## config.mk

```make
export PLATFORM = sky130hd
export DESIGN_NAME = fp_addsub_pipe
export DESIGN_NICKNAME = d
export VERILOG_FILES = /design/src/rtl/fp_pkg.sv /design/src/rtl/fp_lzc.sv /design/src/rtl/fp_addsub_pipe.sv
export SDC_FILE = /design/constraint.sdc
export NUM_CORES = 1
export LEC_CHECK = 0
export ABC_AREA = 1
export ABC_CLOCK_PERIOD_IN_PS = 20400
export CAP_MARGIN = 5
export CORE_UTILIZATION = 40
export DETAILED_ROUTE_END_ITERATION = 6
export PLACE_DENSITY = 0.64
export SETUP_SLACK_MARGIN = 0.1
export SLEW_MARGIN = 20
export SYNTH_ARGS = -nofsm -noshare
export SYNTH_HDL_FRONTEND = slang
export SYNTH_HIERARCHICAL = 1
export SYNTH_SLANG_ARGS = --single-unit
```

## constraint.sdc

```tcl
create_clock -name clk -period 20.4 [get_ports clk]
set_clock_uncertainty 0.2 [all_clocks]
set_input_delay 3.06 -clock clk [delete_from_list [all_inputs] [get_ports clk]]
set_output_delay 3.06 -clock clk [all_outputs]
set_load 0.02 [all_outputs]
```

## src/rtl/fp_pkg.sv

```systemverilog
`default_nettype none
// ------------------------------------------------------------------
// fp_pkg : shared floating-point format helpers, constants and types
// Rev 1.0
// ------------------------------------------------------------------
package fp_pkg;

  localparam int FP_EW    = 4;
  localparam int FP_MW    = 7;
  localparam int EXP_ZERO = 0;
  localparam int EXP_INF  = (1 << FP_EW) - 1;

  function automatic int fp_word_width(input int ew, input int mw);
    return 1 + ew + mw;
  endfunction

  function automatic int fp_bias(input int ew);
    return (1 << (ew - 1)) - 1;
  endfunction

  function automatic int fp_exp_inf(input int ew);
    return (1 << ew) - 1;
  endfunction

  typedef struct packed {
    logic ovf;
    logic unf;
    logic inx;
  } fp_flags_t;

  typedef struct packed {
    logic             sign;
    logic [FP_EW-1:0] exp;
    logic [FP_MW:0]   mant;
  } fp_unpacked_t;

endpackage
`default_nettype wire

```

## src/rtl/fp_lzc.sv

```systemverilog
`default_nettype none
// ------------------------------------------------------------------
// fp_lzc : combinational leading-zero counter (all-zero input -> WIDTH)
// Rev 1.0
// ------------------------------------------------------------------
module fp_lzc #(
  parameter  int WIDTH = 12,
  localparam int CW    = $clog2(WIDTH + 1)
) (
  input  logic [WIDTH-1:0] i_data,
  output logic [CW-1:0]    o_count
);

  logic w_found;

  always_comb begin
    o_count = '0;
    w_found = 1'b0;
    for (int i = WIDTH - 1; i >= 0; i--) begin
      if (!w_found) begin
        if (i_data[i]) w_found = 1'b1;
        else           o_count = o_count + CW'(1);
      end
    end
  end

endmodule
`default_nettype wire

```

## src/rtl/fp_addsub_pipe.sv

```systemverilog
`default_nettype none
// ------------------------------------------------------------------
// fp_addsub_pipe : 3-stage round-to-nearest-even FP adder/subtractor
// Rev 1.0
// ------------------------------------------------------------------
module fp_addsub_pipe
  import fp_pkg::*;
#(
  parameter  int EW = 4,
  parameter  int MW = 7,
  localparam int W  = fp_word_width(EW, MW)
) (
  input  logic         clk,
  input  logic         rst,
  input  logic         in_valid,
  output logic         in_ready,
  input  logic [W-1:0] a,
  input  logic [W-1:0] b,
  input  logic         op,
  output logic         out_valid,
  input  logic         out_ready,
  output logic [W-1:0] result,
  output logic         ovf,
  output logic         unf,
  output logic         inx
);

  // Aligned mantissa layout: {hidden, mant[MW-1:0], G, R, sticky}
  localparam int AW  = MW + 4;
  localparam int SW  = MW + 5;
  localparam int LZW = $clog2(SW + 1);
  localparam int XW  = EW + LZW + 1;

  localparam logic [EW-1:0]        c_EXP_INF  = EW'(fp_exp_inf(EW));
  localparam logic [EW-1:0]        c_EXP_ZERO = EW'(EXP_ZERO);
  localparam logic signed [XW-1:0] c_X_ZERO   = '0;
  localparam logic signed [XW-1:0] c_X_ONE    = XW'(1);
  localparam logic signed [XW-1:0] c_X_INF    = XW'(fp_exp_inf(EW));

  logic w_en;
  logic r_out_valid;
  logic [W-1:0] r_result;
  fp_flags_t r_flags;

  assign w_en      = !r_out_valid || out_ready;
  assign in_ready  = w_en;
  assign out_valid = r_out_valid;
  assign result    = r_result;
  assign ovf       = r_flags.ovf;
  assign unf       = r_flags.unf;
  assign inx       = r_flags.inx;

  // ---------------- S1: unpack / swap / align ----------------
  logic          w_sa, w_sb;
  logic [EW-1:0] w_ea, w_eb;
  logic [MW-1:0] w_ma, w_mb;
  logic          w_a_zero, w_b_zero, w_a_inf, w_b_inf, w_a_ge_b;
  logic          w_sl;
  logic [EW-1:0] w_el, w_es, w_d;
  logic [MW-1:0] w_ml, w_ms;
  logic [AW-1:0] w_ms_full, w_ms_al;
  logic [2*AW-1:0] w_wide;
  logic          w_spec;
  logic [W-1:0]  w_spec_res;
  fp_flags_t     w_spec_flg;

  assign w_sa = a[W-1];
  assign w_ea = a[W-2:MW];
  assign w_ma = a[MW-1:0];
  assign w_sb = b[W-1] ^ op;
  assign w_eb = b[W-2:MW];
  assign w_mb = b[MW-1:0];

  assign w_a_zero = (w_ea == c_EXP_ZERO);
  assign w_b_zero = (w_eb == c_EXP_ZERO);
  assign w_a_inf  = (w_ea == c_EXP_INF);
  assign w_b_inf  = (w_eb == c_EXP_INF);
  assign w_a_ge_b = ({w_ea, w_ma} >= {w_eb, w_mb});

  assign w_sl = w_a_ge_b ? w_sa : w_sb;
  assign w_el = w_a_ge_b ? w_ea : w_eb;
  assign w_es = w_a_ge_b ? w_eb : w_ea;
  assign w_ml = w_a_ge_b ? w_ma : w_mb;
  assign w_ms = w_a_ge_b ? w_mb : w_ma;
  assign w_d  = w_el - w_es;

  assign w_ms_full = {1'b1, w_ms, 3'b000};
  assign w_wide    = {w_ms_full, {AW{1'b0}}} >> w_d;

  always_comb begin
    if (int'(w_d) >= MW + 3) w_ms_al = {{(AW-1){1'b0}}, 1'b1};
    else w_ms_al = {w_wide[2*AW-1:AW+1], w_wide[AW] | (|w_wide[AW-1:0])};
  end

  // Infinity and zero operands bypass the arithmetic path entirely
  always_comb begin
    w_spec     = 1'b1;
    w_spec_res = '0;
    w_spec_flg = '0;
    if (w_a_inf && w_b_inf) begin
      if (w_sa != w_sb) begin
        w_spec_res     = {1'b0, c_EXP_INF, {MW{1'b0}}};
        w_spec_flg.ovf = 1'b1;
      end else begin
        w_spec_res = {w_sa, c_EXP_INF, {MW{1'b0}}};
      end
    end else if (w_a_inf) begin
      w_spec_res = {w_sa, c_EXP_INF, {MW{1'b0}}};
    end else if (w_b_inf) begin
      w_spec_res = {w_sb, c_EXP_INF, {MW{1'b0}}};
    end else if (w_a_zero) begin
      w_spec_res = {w_sb, w_eb, w_b_zero ? {MW{1'b0}} : w_mb};
    end else if (w_b_zero) begin
      w_spec_res = {w_sa, w_ea, w_ma};
    end else begin
      w_spec = 1'b0;
    end
  end

  logic          r1_valid, r1_spec, r1_sign, r1_sub;
  logic [W-1:0]  r1_spec_res;
  fp_flags_t     r1_spec_flg;
  logic [EW-1:0] r1_exp;
  logic [AW-1:0] r1_ml, r1_ms;

  always_ff @(posedge clk or posedge rst) begin
    if (rst) begin
      r1_valid    <= 1'b0;
      r1_spec     <= 1'b0;
      r1_sign     <= 1'b0;
      r1_sub      <= 1'b0;
      r1_spec_res <= '0;
      r1_spec_flg <= '0;
      r1_exp      <= '0;
      r1_ml       <= '0;
      r1_ms       <= '0;
    end else if (w_en) begin
      r1_valid    <= in_valid;
      r1_spec     <= w_spec;
      r1_sign     <= w_sl;
      r1_sub      <= w_sa ^ w_sb;
      r1_spec_res <= w_spec_res;
      r1_spec_flg <= w_spec_flg;
      r1_exp      <= w_el;
      r1_ml       <= {1'b1, w_ml, 3'b000};
      r1_ms       <= w_ms_al;
    end
  end

  // ---------------- S2: add / subtract ----------------
  logic [SW-1:0] w_sum;
  assign w_sum = r1_sub ? ({1'b0, r1_ml} - {1'b0, r1_ms})
                        : ({1'b0, r1_ml} + {1'b0, r1_ms});

  logic          r2_valid, r2_spec, r2_sign;
  logic [W-1:0]  r2_spec_res;
  fp_flags_t     r2_spec_flg;
  logic [EW-1:0] r2_exp;
  logic [SW-1:0] r2_sum;

  always_ff @(posedge clk or posedge rst) begin
    if (rst) begin
      r2_valid    <= 1'b0;
      r2_spec     <= 1'b0;
      r2_sign     <= 1'b0;
      r2_spec_res <= '0;
      r2_spec_flg <= '0;
      r2_exp      <= '0;
      r2_sum      <= '0;
    end else if (w_en) begin
      r2_valid    <= r1_valid;
      r2_spec     <= r1_spec;
      r2_sign     <= r1_sign;
      r2_spec_res <= r1_spec_res;
      r2_spec_flg <= r1_spec_flg;
      r2_exp      <= r1_exp;
      r2_sum      <= w_sum;
    end
  end

  // ---------------- S3: normalise / round / pack ----------------
  logic [LZW-1:0] w_lz;

  fp_lzc #(.WIDTH(SW)) u_lzc (
    .i_data  (r2_sum),
    .o_count (w_lz)
  );

  logic [AW-1:0]        w_norm;
  logic signed [XW-1:0] w_exp_l_x, w_lz_x, w_exp_n, w_exp_r;
  logic                 w_g, w_r, w_st, w_up;
  logic [MW+1:0]        w_mr;
  logic [MW-1:0]        w_mant;
  logic [W-1:0]         w_res;
  fp_flags_t            w_flg;

  assign w_exp_l_x = {{(XW-EW){1'b0}}, r2_exp};
  assign w_lz_x    = {{(XW-LZW){1'b0}}, w_lz};

  // Sum bit SW-2 is the hidden position, so the shift is one less than the count
  always_comb begin
    if (r2_sum[SW-1]) begin
      w_norm  = {r2_sum[SW-1:2], r2_sum[1] | r2_sum[0]};
      w_exp_n = w_exp_l_x + c_X_ONE;
    end else begin
      w_norm  = r2_sum[AW-1:0] << (w_lz - LZW'(1));
      w_exp_n = w_exp_l_x + c_X_ONE - w_lz_x;
    end
  end

  assign w_g     = w_norm[2];
  assign w_r     = w_norm[1];
  assign w_st    = w_norm[0];
  assign w_up    = w_g & (w_r | w_st | w_norm[3]);
  assign w_mr    = {1'b0, w_norm[AW-1:3]} + (MW+2)'(w_up);
  assign w_exp_r = w_exp_n + (w_mr[MW+1] ? c_X_ONE : c_X_ZERO);
  assign w_mant  = w_mr[MW+1] ? w_mr[MW:1] : w_mr[MW-1:0];

  always_comb begin
    w_res = '0;
    w_flg = '0;
    if (r2_spec) begin
      w_res = r2_spec_res;
      w_flg = r2_spec_flg;
    end else if (r2_sum == '0) begin
      w_res = '0;
    end else if (w_exp_n <= c_X_ZERO) begin
      w_res     = {r2_sign, {(W-1){1'b0}}};
      w_flg.unf = 1'b1;
      w_flg.inx = 1'b1;
    end else if (w_exp_r >= c_X_INF) begin
      w_res     = {r2_sign, c_EXP_INF, {MW{1'b0}}};
      w_flg.ovf = 1'b1;
      w_flg.inx = 1'b1;
    end else begin
      w_res     = {r2_sign, w_exp_r[EW-1:0], w_mant};
      w_flg.inx = w_g | w_r | w_st;
    end
  end

  always_ff @(posedge clk or posedge rst) begin
    if (rst) begin
      r_out_valid <= 1'b0;
      r_result    <= '0;
      r_flags     <= '0;
    end else if (w_en) begin
      r_out_valid <= r2_valid;
      r_result    <= w_res;
      r_flags     <= w_flg;
    end
  end

endmodule
`default_nettype wire

```

==> impl_metrics.toml <==
[routing]
finalWirelength_um = 18100
vias_per_cell = 5.17
ant_nets = 0
drc_errors = 0
drt-initial-drc-count = 341
vias = 6909
dr.pass1.iters = 7
avgRoutedWirePerCell_um = 13.5

[synthesis]
synth_cells = 1077
synth_edf_count = 0
ys.flop_type = "dfrtp_1"
synth_warnings = 6
syn-cell-area_um2 = 7360
ys_async_sr_fraction = 1.00
synth.distinct_cells = 53
synthesis.nets = 1155
seq_area_frac_synth = 0.299
synth-seq-cells = 88
postSynthAreaPerCell_um2 = 6.83

[sta]
hold_viol_final = 0
relSlewSlack = 0.404
max_freq_mhz = 124
worstMarginPinSlew_ns = 0.894
setup_tns_ns = 0
fin_crit_ns = 8.04
rsz0062_at_grt = "no"
whs_ns = 0.271
period_share = 0.394
drv_slew = 0
setup_viol = 0

[min_path]
min_path_cells = 2
min_path_type = "reg -> reg"
hp-start = "r2_valid"
whs_endpoint = "out_valid"

[floorplanning]
core-area_um2 = 18000
die_h_um = 138
initial_core_util = 0.409
die_w_um = 138
ios = 46
num_rows = 49
die-area_um2 = 18900

[setup_path]
cp_max_fo = 67
required_ns = 17.14
startpoint_type = "primary input"
reg2regPathDepth = 49
rr_startpoint = "r2_sum[11]"
end_kind = "output port"
rrSetupSlack_ns = 12.54
cp-startpoint = "out_ready"
worstPathArrival_ns = 4.78
critPathKind = "in -> out"
regToRegEndpoint = "result[3]"

[pwr]
power.density_nw_per_um2 = 176
peakVddDrop_uv = 149
leakagePower_uw = 0.00417

[grt]
grt-ovfl-total = 0
met2_usage = 0.314
top_usage_layer = "met2"
grtUsageTotal = 0.199
grt_pass1_vias = 6260
antenna_found_initial = 0
use_met1 = 0.288
met3_usage = 0.0243
grt_first_pass_wirelength_um = 30000
grt_max_degree = 91

[placed_design]
dpl.cell_count = 1321
hpwl_um = 13900
portBuffers = 45
gp_congestion = 0.896

[cells_and_area]
area_growth_pct = 12.8
n_antenna_cell = 0
final_layout_size_suffix_gt1_frac = 0.0875
fin_cells = 1337
final_net_count = 1181

[clock_tree]
h-tree-depth = 3
cts_tree = "built"
cts_sinks = 88
cts_inserted_buffers = 9
root_buffer = "clkbuf_16"
ctsResizeCount = 0
clkLatencyLatePin_ns = 0.34
post_cts_buffers = 0
cts.path.max_buffers = 2
clkTransAtPathRegs_ns = 0.07
cts_hold_buf = 0

[status]
status = "finished, final reports clean"

[job]
cap_violations = 0
==> worst max path at each step <==
stage               cells past startpoint        end  slack (ns)
detailed placement                      5   in_ready       12.35
global route                           49  result[5]       11.72
CTS                                     5   in_ready       12.34
finish                                  5   in_ready       12.36
global placement                        5   in_ready       12.36
floorplan                               3   in_ready       13.52
==> power breakdown <==
group	internal, uW	switching (uW)	leakage [uW]
Sequential	234	55.6	0.00109
Combinational	359	634	0.00291
Clock	109	72.8	0.000158
Total	702	762	0.00417
==> sequential cells by signal, indices dropped and copies added (netlist names), 4 cells and up <==
name / flops
r1_ml: 8
result: 12
r1_spec_res: 12
r2_sum: 12
r1_exp: 4
r2_spec_res: 12
r2_exp: 4
r1_ms: 11
==> layer usage <==
metal	wire length (um)	share of wire
met3	673	0.037
met4	243	0.013
met5	0	0
met2	8050	0.45
met1	9110	0.50
==> synthesized netlist by cell type, types with 6 or more instances <==
cell type / number / area share
nor2_4: 8 / 0.012
o21ai_1: 15 / 0.010
nand2_1: 291 / 0.15
a32o_1: 7 / 0.0095
inv_1: 143 / 0.073
o21ai_0: 76 / 0.052
nand3_1: 79 / 0.054
o22ai_1: 15 / 0.013
dfrtp_1: 88 / 0.30
nand2_2: 18 / 0.015
xnor2_1: 6 / 0.0071
xor2_1: 12 / 0.014
a31oi_1: 6 / 0.0051
nor2_1: 74 / 0.038
inv_2: 10 / 0.0051
clkbuf_1: 19 / 0.0097
a21oi_1: 62 / 0.042
nand4_1: 7 / 0.0060
o21ai_2: 9 / 0.011
nor4_1: 6 / 0.0051
ha_1: 47 / 0.080
==> final cells by class <==
cell class              count  area (um2)
flip-flops and latches     88        2200
repair buffers             50         492
fillers                  1867        9670
well taps                 229         287
clock inverters             6        95.1
multi-input cells         797        4400
inverters                 157         593
clock buffers              10         229
==> worst max-delay path: stages <==
cell and delay, ns:
clkdlybuf4s50_1 0.45, nor2_4 0.11, buf_4 0.54, inv_2 0.07, clkdlybuf4s50_1 0.55
==> logic make-up after synthesis <==
family                     synth area share
buffers and inverters                 0.105
AOI/OAI and AO/OA                     0.173
and+or+nand+nor                       0.312
xor gates and xnor gates             0.0236
adders and majority gates            0.0854
muxes                               0.00136
DFF                                   0.299
==> layout by cell type, fill, tap and decap left out, types with 4 or more instances in the layout <==
cell type,n
o21bai_1,4
a31oi_1,6
nand2_1,291
nand4_1,7
inv_1,142
xnor2_1,6
o21ai_2,9
o21ai_1,16
inv_6,4
dfrtp_1,88
clkdlybuf4s50_1,45
o22ai_1,15
nor2_4,9
nor4_1,4
nand2_2,18
a32o_1,7
nor2_2,5
o211ai_1,4
ha_1,47
nand3_1,79
a21oi_1,62
o21ai_0,75
buf_4,4
xor2_1,12
clkbuf_16,9
inv_2,10
o22a_1,4
nor2_1,73
nand3_2,5
==> stage by stage <==
| stage | util | worst slack [ns] | power (uW) | cell area (um2) |
|---|---|---|---|---|
| final | 0.462 | 12.36 | 1460 | 8300 |
| after global routing | 0.462 | 11.72 | 1620 | 8300 |
| after CTS | 0.461 | 12.34 | 1470 | 8280 |
| after detailed placement | 0.443 | 12.35 | 1280 | 7960 |
| after global placement | 0.443 | 12.36 | 1270 | 7960 |
| after floorplan | - | 13.52 | 1080 | 7360 |
No activity file was read; power rests on OpenSTA's default activity.
